==> src/rtl/mem_arbiter_dp.sv <==
// Two-to-one arbiter serialising the LC-3 fetch (A) and data (B) ports onto one memory port.
// Define ARB_ROUND_ROBIN_EN for round-robin arbitration; otherwise B has fixed priority over A.
module mem_arbiter_dp (
  input  logic        clk,
  input  logic        rst_n,
  input  logic        read_a,
  input  logic        write_a,
  input  logic [1:0]  wmask_a,
  input  logic [15:0] address_a,
  input  logic [15:0] wdata_a,
  output logic        resp_a,
  output logic [15:0] rdata_a,
  input  logic        read_b,
  input  logic        write_b,
  input  logic [1:0]  wmask_b,
  input  logic [15:0] address_b,
  input  logic [15:0] wdata_b,
  output logic        resp_b,
  output logic [15:0] rdata_b,
  output logic        pmem_read,
  output logic        pmem_write,
  output logic [1:0]  pmem_wmask,
  output logic [15:0] pmem_address,
  output logic [15:0] pmem_wdata,
  input  logic        pmem_resp,
  input  logic [15:0] pmem_rdata
);

  localparam int unsigned DW = 16;
  localparam int unsigned AW = 16;
  localparam int unsigned MW = 2;

  localparam logic [1:0] IDLE  = 2'd0;
  localparam logic [1:0] SERVE = 2'd1;
  localparam logic [1:0] DONE  = 2'd2;

  logic [1:0]    state_q, state_d;
  logic          grant_b_q, grant_b_d;
  logic          pend_a, pend_b, sel_b, sel_write;
  logic          pmem_read_d, pmem_write_d;
  logic [MW-1:0] pmem_wmask_d;
  logic [AW-1:0] pmem_address_d;
  logic [DW-1:0] pmem_wdata_d;
  logic          resp_a_d, resp_b_d;
  logic [DW-1:0] rdata_a_d, rdata_b_d;

  assign pend_a    = read_a | write_a;
  assign pend_b    = read_b | write_b;
  // A write request wins over a simultaneous read on the same port
  assign sel_write = sel_b ? write_b : write_a;

`ifdef ARB_ROUND_ROBIN_EN
  logic prefer_a_q, prefer_a_d;

  // The port not granted last wins a tie; a lone requester always wins
  always_comb begin
    sel_b      = pend_b & (~pend_a | ~prefer_a_q);
    prefer_a_d = prefer_a_q;
    if ((state_q == IDLE) && (pend_a || pend_b)) prefer_a_d = sel_b;
  end

  always_ff @(posedge clk or negedge rst_n) begin
    if (!rst_n) prefer_a_q <= 1'b1;
    else        prefer_a_q <= prefer_a_d;
  end
`else
  assign sel_b = pend_b;
`endif

  always_ff @(posedge clk or negedge rst_n) begin
    if (!rst_n) state_q <= IDLE;
    else        state_q <= state_d;
  end

  // Next state plus next value of every registered output
  always_comb begin
    state_d        = state_q;
    grant_b_d      = grant_b_q;
    pmem_read_d    = pmem_read;
    pmem_write_d   = pmem_write;
    pmem_wmask_d   = pmem_wmask;
    pmem_address_d = pmem_address;
    pmem_wdata_d   = pmem_wdata;
    resp_a_d       = 1'b0;
    resp_b_d       = 1'b0;
    rdata_a_d      = rdata_a;
    rdata_b_d      = rdata_b;
    case (state_q)
      IDLE: begin
        if (pend_a || pend_b) begin
          state_d        = SERVE;
          grant_b_d      = sel_b;
          pmem_write_d   = sel_write;
          pmem_read_d    = ~sel_write;
          pmem_wmask_d   = sel_b ? wmask_b : wmask_a;
          pmem_address_d = sel_b ? address_b : address_a;
          pmem_wdata_d   = sel_b ? wdata_b : wdata_a;
        end
      end
      SERVE: begin
        if (pmem_resp) begin
          state_d      = DONE;
          pmem_read_d  = 1'b0;
          pmem_write_d = 1'b0;
          if (grant_b_q) begin
            resp_b_d = 1'b1;
            if (pmem_read) rdata_b_d = pmem_rdata;
          end else begin
            resp_a_d = 1'b1;
            if (pmem_read) rdata_a_d = pmem_rdata;
          end
        end
      end
      DONE:    state_d = IDLE;
      default: state_d = IDLE;
    endcase
  end

  always_ff @(posedge clk or negedge rst_n) begin
    if (!rst_n) begin
      grant_b_q    <= 1'b0;
      pmem_read    <= 1'b0;
      pmem_write   <= 1'b0;
      pmem_wmask   <= MW'(0);
      pmem_address <= AW'(0);
      pmem_wdata   <= DW'(0);
      resp_a       <= 1'b0;
      resp_b       <= 1'b0;
      rdata_a      <= DW'(0);
      rdata_b      <= DW'(0);
    end else begin
      grant_b_q    <= grant_b_d;
      pmem_read    <= pmem_read_d;
      pmem_write   <= pmem_write_d;
      pmem_wmask   <= pmem_wmask_d;
      pmem_address <= pmem_address_d;
      pmem_wdata   <= pmem_wdata_d;
      resp_a       <= resp_a_d;
      resp_b       <= resp_b_d;
      rdata_a      <= rdata_a_d;
      rdata_b      <= rdata_b_d;
    end
  end

endmodule

==> config.mk <==
export PLATFORM = sky130hd
export DESIGN_NAME = mem_arbiter_dp
export DESIGN_NICKNAME = d
export VERILOG_FILES = /design/src/rtl/mem_arbiter_dp.sv
export SDC_FILE = /design/constraint.sdc
export NUM_CORES = 1
export LEC_CHECK = 0
export BUFFER_PORTS_ARGS = -buffer_cell sky130_fd_sc_hd__buf_2
export CAP_MARGIN = 10
export CORE_MARGIN = 8
export CORE_UTILIZATION = 40
export CTS_CLUSTER_DIAMETER = 30
export DETAILED_ROUTE_END_ITERATION = 8
export PLACE_DENSITY = 0.71
export REMOVE_ABC_BUFFERS = 1
export SETUP_SLACK_MARGIN = 0.02
export SLEW_MARGIN = 20
export SYNTH_ARGS = -nofsm -noshare
export SYNTH_HDL_FRONTEND = slang
export SYNTH_SLANG_ARGS = --single-unit
==> constraint.sdc <==
create_clock -name clk -period 2.8 [get_ports clk]
set_clock_uncertainty 0.05 [all_clocks]
set_input_delay 0.28 -clock clk [delete_from_list [all_inputs] [get_ports clk]]
set_output_delay 0.28 -clock clk [all_outputs]
set_load 0.05 [all_outputs]
# Word level (Yosys, flattened, before mapping)
# Index checks and enable logic that the tools add are counted.
[word_totals]
in_bits = 91
regBits = 73
[op_classes]
eq_ne = 3
mux = 18
bitwise = 4
reduce_logical = 8
[ops]
columns = ["op", "count"]
rows = [
  ["2-to-1 mux 16 bit", 2],
  ["2-to-1 mux 1 bit", 10],
  ["AND reduction 4 bit", 2],
  ["2-to-1 mux 2 bit", 3],
  ["inequality test 2 bit, second input constant", 2],
  ["one-hot mux 1 bit (2 select lines)", 2],
  ["one-hot mux 2 bit (2 select lines)", 1],
  ["AND reduction 2 bit", 2],
  ["AND reduction 3 bit", 1],
  ["equality test 2 x 1 -> 1 bit, second input constant", 1],
  ["zero test 2 bit", 1],
  ["inverter 1 bit", 2],
  ["OR 1 bit", 2],
  ["nonzero test 2 bit", 1],
  ["logical OR 1 bit", 1],
]

# Depth between registers and ports, before layout
[logic_depth]
ltp_word = 5
ltp_mapped = 5
ltp_nobuf = 4

# Worst setup path after synthesis
# OpenSTA, ideal clock, no wires.
[synth_timing]
path_kind = "register to register"
startpoint = "register pmem_read"
endpoint = "register rdata_a[10]"
arrival_time_ns = 1.562
path_stages_with_launch = 4
period_less_slack_ns = 1.737
slack_ns = 1.063
cell_sequence = "dfrtp_1 > nor3b_4 > buf_6 > mux2_2"
[synth_via]
elab_chain_cells = 1
[synth_lines]
columns = ["element", "line_no", "source"]
rows = [
  ["from (decl)", "20", "output logic pmem_read,"],
  ["from (signal assigned)", "133", "pmem_read <= pmem_read_d;"],
  ["AND reduction 4 bit (no line)", "n/a", ""],
  ["to (signal assigned)", "140", "rdata_a <= rdata_a_d;"],
  ["to (decl)", "12", "output logic [15:0] rdata_a,"],
]
# Every way passes these cells.
# A chain may end at the register's enable or synchronous reset.

# Worst setup path after layout
[layout_timing]
startpoint = "register state_q[0]"
endpoint = "register pmem_address[15]"
[layout_via]
elab_chain_cells = 2
[layout_lines]
columns = ["element", "line_no", "source"]
rows = [
  ["from (decl)", "37", "logic [1:0] state_q, state_d;"],
  ["from (signal assigned)", "72", "else state_q <= state_d;"],
  ["zero test 2 bit", "88", "case (state_q)"],
  ["AND reduction 2 bit (no line)", "n/a", ""],
  ["to (signal assigned)", "136", "pmem_address <= pmem_address_d;"],
  ["to (decl)", "23", "output logic [15:0] pmem_address,"],
]
# Every way passes these cells.

==> run metrics <==
Final Hold Viols=0; top-count cell post-synth=mux2_2; leading area contributor after synthesis=dfrtp_1; Worst-path clk slew=0.08 ns; worst flop-to-flop path endpoint=pmem_address[15]$_DFFE_PN0P_; final period utilization=65.3%; NumNets Final=458; clk buf depth=2; Worst Hold Class=in2async; status=finished clean; maximum VDD drop=0.621 mV; boundary pin count=161; Vias=2228; CTS tree=yes; dominant cells by area after synthesis=dfrtp_1, mux2_2, mux2_4, buf_8, buf_2; Multi-input gate area=1320 um^2; core area=7770 um^2; Post-DP HPWL=6030 um; H-tree depth=3; Req. time, crit path=2.96 ns; CTS-repair resized insts=0; unrepaired setup endpoints after global routing=false; Synth warnings=0; RD Place Congestion=0.733; Ant. Diodes=0; EDFF count, synth=0; postcts setup bufs=0; Detailed Route WL=7920 um; vias in the first global route=2558; via/cell ratio=4.70; antenna viol nets, final=0; Tmin final=1.83 ns; reg-to-reg setup timing slack=0.97 ns; global route overflow=0; top_reg_cell synth=dfrtp_1; total CTS buffers=9; largest net degree at the start of global routing=74; fmax=547 MHz; first-pass GRT wire length=12800 um; r2r startpoint=state_q[0]$_DFFE_PN0P_; setup total negative slack=0 ns; Post-Syn Area=3230 um^2; max-cap violations=0; max-slew violations=0; clk sinks=73; async set-reset flop share out of synthesis=100%; port bufs=160; Post-Layout Cell Count=474; # DRC=0; Power Dens Cells=1410 nW/um^2; clk_lat worst skew=0.33 ns; Worst Path Arrival=1.99 ns; Starting DRT DRC Count=38; # hold bufs at CTS=0; register area=1830 um^2; post-synth top area share=56.5%; Post-Place Cells=458; Starting Density=41.6%; post-synth cell types=22; crit path cell chain=or2_4, a21oi_4, buf_12, mux2_2; # rows=32; Die Ht=106 um; crit path kind=reg2reg; synth cell count leaders=mux2_2, dfrtp_1, mux2_4, buf_2, buf_8; crit start category=register; full die area=11200 um^2; Die X=106 um; clk root buf=clkbuf_8; DR WL/cell=16.7 um; TritonRoute pass-1 iters=4; worst r2r path cells=4; CP Max Fanout=30; fillers=675; cell count after synthesis=201; initial antenna violation count=0; FF+latch count, synth=73; Worst-Margin Slew=0.907 ns; Slowest-stage cell, CP=dfrtp_1; crit end category=register; final setup vio count=0; Seq/Total Area, Yosys=56.5%; Leak=0.00217 uW; Slew HR=39.6%; critical path's largest stage delay=0.42 ns; Syn-to-layout area delta=33.9%; layout cells sized above 1=77.2%; total track usage=14.1%; Mean Syn Cell Area=16.1 um^2
-- state kept, by name, summed over array words and instances (netlist names) --
name / cells
resp_b: 1
resp_a: 1
pmem_write: 1
rdata_a: 16
rdata_b: 16
pmem_wdata: 16
pmem_read: 1
state_q: 2
pmem_wmask: 2
pmem_address: 16
grant_b_q: 1
-- per-layer routing --
layer	up-vias	wire length, um	global-route usage [%]
li1	1050	-	-
met5	-	0	0
met3	10	536	5.07
met2	79	4290	25.7
met1	1089	2950	14.5
met4	0	144	5.43
-- through the flow --
stage / area [um^2] / power, uW / setup slack [ns] / util [%] / hold slack [ns]
3_3_place_gp: 4120 / 5250 / 1.01 / 53.1 / 0.419
6_report: 4330 / 6080 / 0.972 / 55.7 / 0.00652
3_5_place_dp: 4120 / 5320 / 0.974 / 53.1 / 0.435
2_1_floorplan: 3160 / 4450 / 0.811 / - / -0.0656
5_1_grt: 4330 / 6380 / 0.902 / 55.7 / 0.0873
4_1_cts: 4330 / 6170 / 0.960 / 55.7 / 0.0579
-- final cells by class --
cell class | count | share of cell area (%)
multi-input combinational | 118 | 30.5
sequential | 73 | 42.2
tap | 102 | 2.95
clock buffer | 12 | 3.58
clock inverter | 4 | 1.18
inverter | 2 | 0.173
timing repair buffer | 163 | 19.4
-- where the power goes --
| group | internal (uW) | switching (uW) |
|---|---|---|
| clock | 461 | 379 |
| combinational | 1030 | 2380 |
| sequential | 1570 | 259 |
-- placed cells by master (no fill, tap or decap), drive strengths merged --
cell / netlist / layout
buf: 8 / 163
dfrtp: 73 / 73
o21ai: 2 / 2
nor3b: 2 / 2
clkinvlp: 0 / 1
mux2i: 1 / 1
clkinv: 0 / 2
bufinv: 0 / 1
a21oi: 2 / 2
nand3: 1 / 1
clkbuf: 0 / 12
nand2: 1 / 1
mux2: 101 / 101
nand3b: 1 / 1
or2: 2 / 2
and2: 2 / 2
nor2: 3 / 3
inv: 2 / 2
-- kinds of logic after synthesis --
family,count (synthesis),share of synthesized area [%]
mux,102,36.6
flops,73,56.5
simple gates,12,3.29
buf+inv,10,2.59
compound gates,4,0.967
-- critical path, delay by kind of cell, from the launching register on --
| family | cells | cell delay (ns) |
|---|---|---|
| flip-flops | 1 | 0.42 |
| AND/OR/NAND/NOR | 1 | 0.28 |
| AO/OA/AOI/OAI | 1 | 0.32 |
| buffers and inverters | 1 | 0.26 |
| multiplexers | 1 | 0.36 |
-- how the worst max path moves through the flow --
stage                                start                      endpoint  slack (ns)
floorplan           state_q[0]$_DFFE_PN0P_   pmem_address[0]$_DFFE_PN0P_        0.81
global placement                   write_b   pmem_address[6]$_DFFE_PN0P_        1.01
detailed placement  state_q[0]$_DFFE_PN0P_  pmem_address[15]$_DFFE_PN0P_        0.97
CTS                 state_q[0]$_DFFE_PN0P_  pmem_address[13]$_DFFE_PN0P_        0.96
global route        state_q[0]$_DFFE_PN0P_   pmem_address[0]$_DFFE_PN0P_        0.90
finish              state_q[0]$_DFFE_PN0P_  pmem_address[15]$_DFFE_PN0P_        0.97
Note: power is estimated with default switching activity, not from simulation.
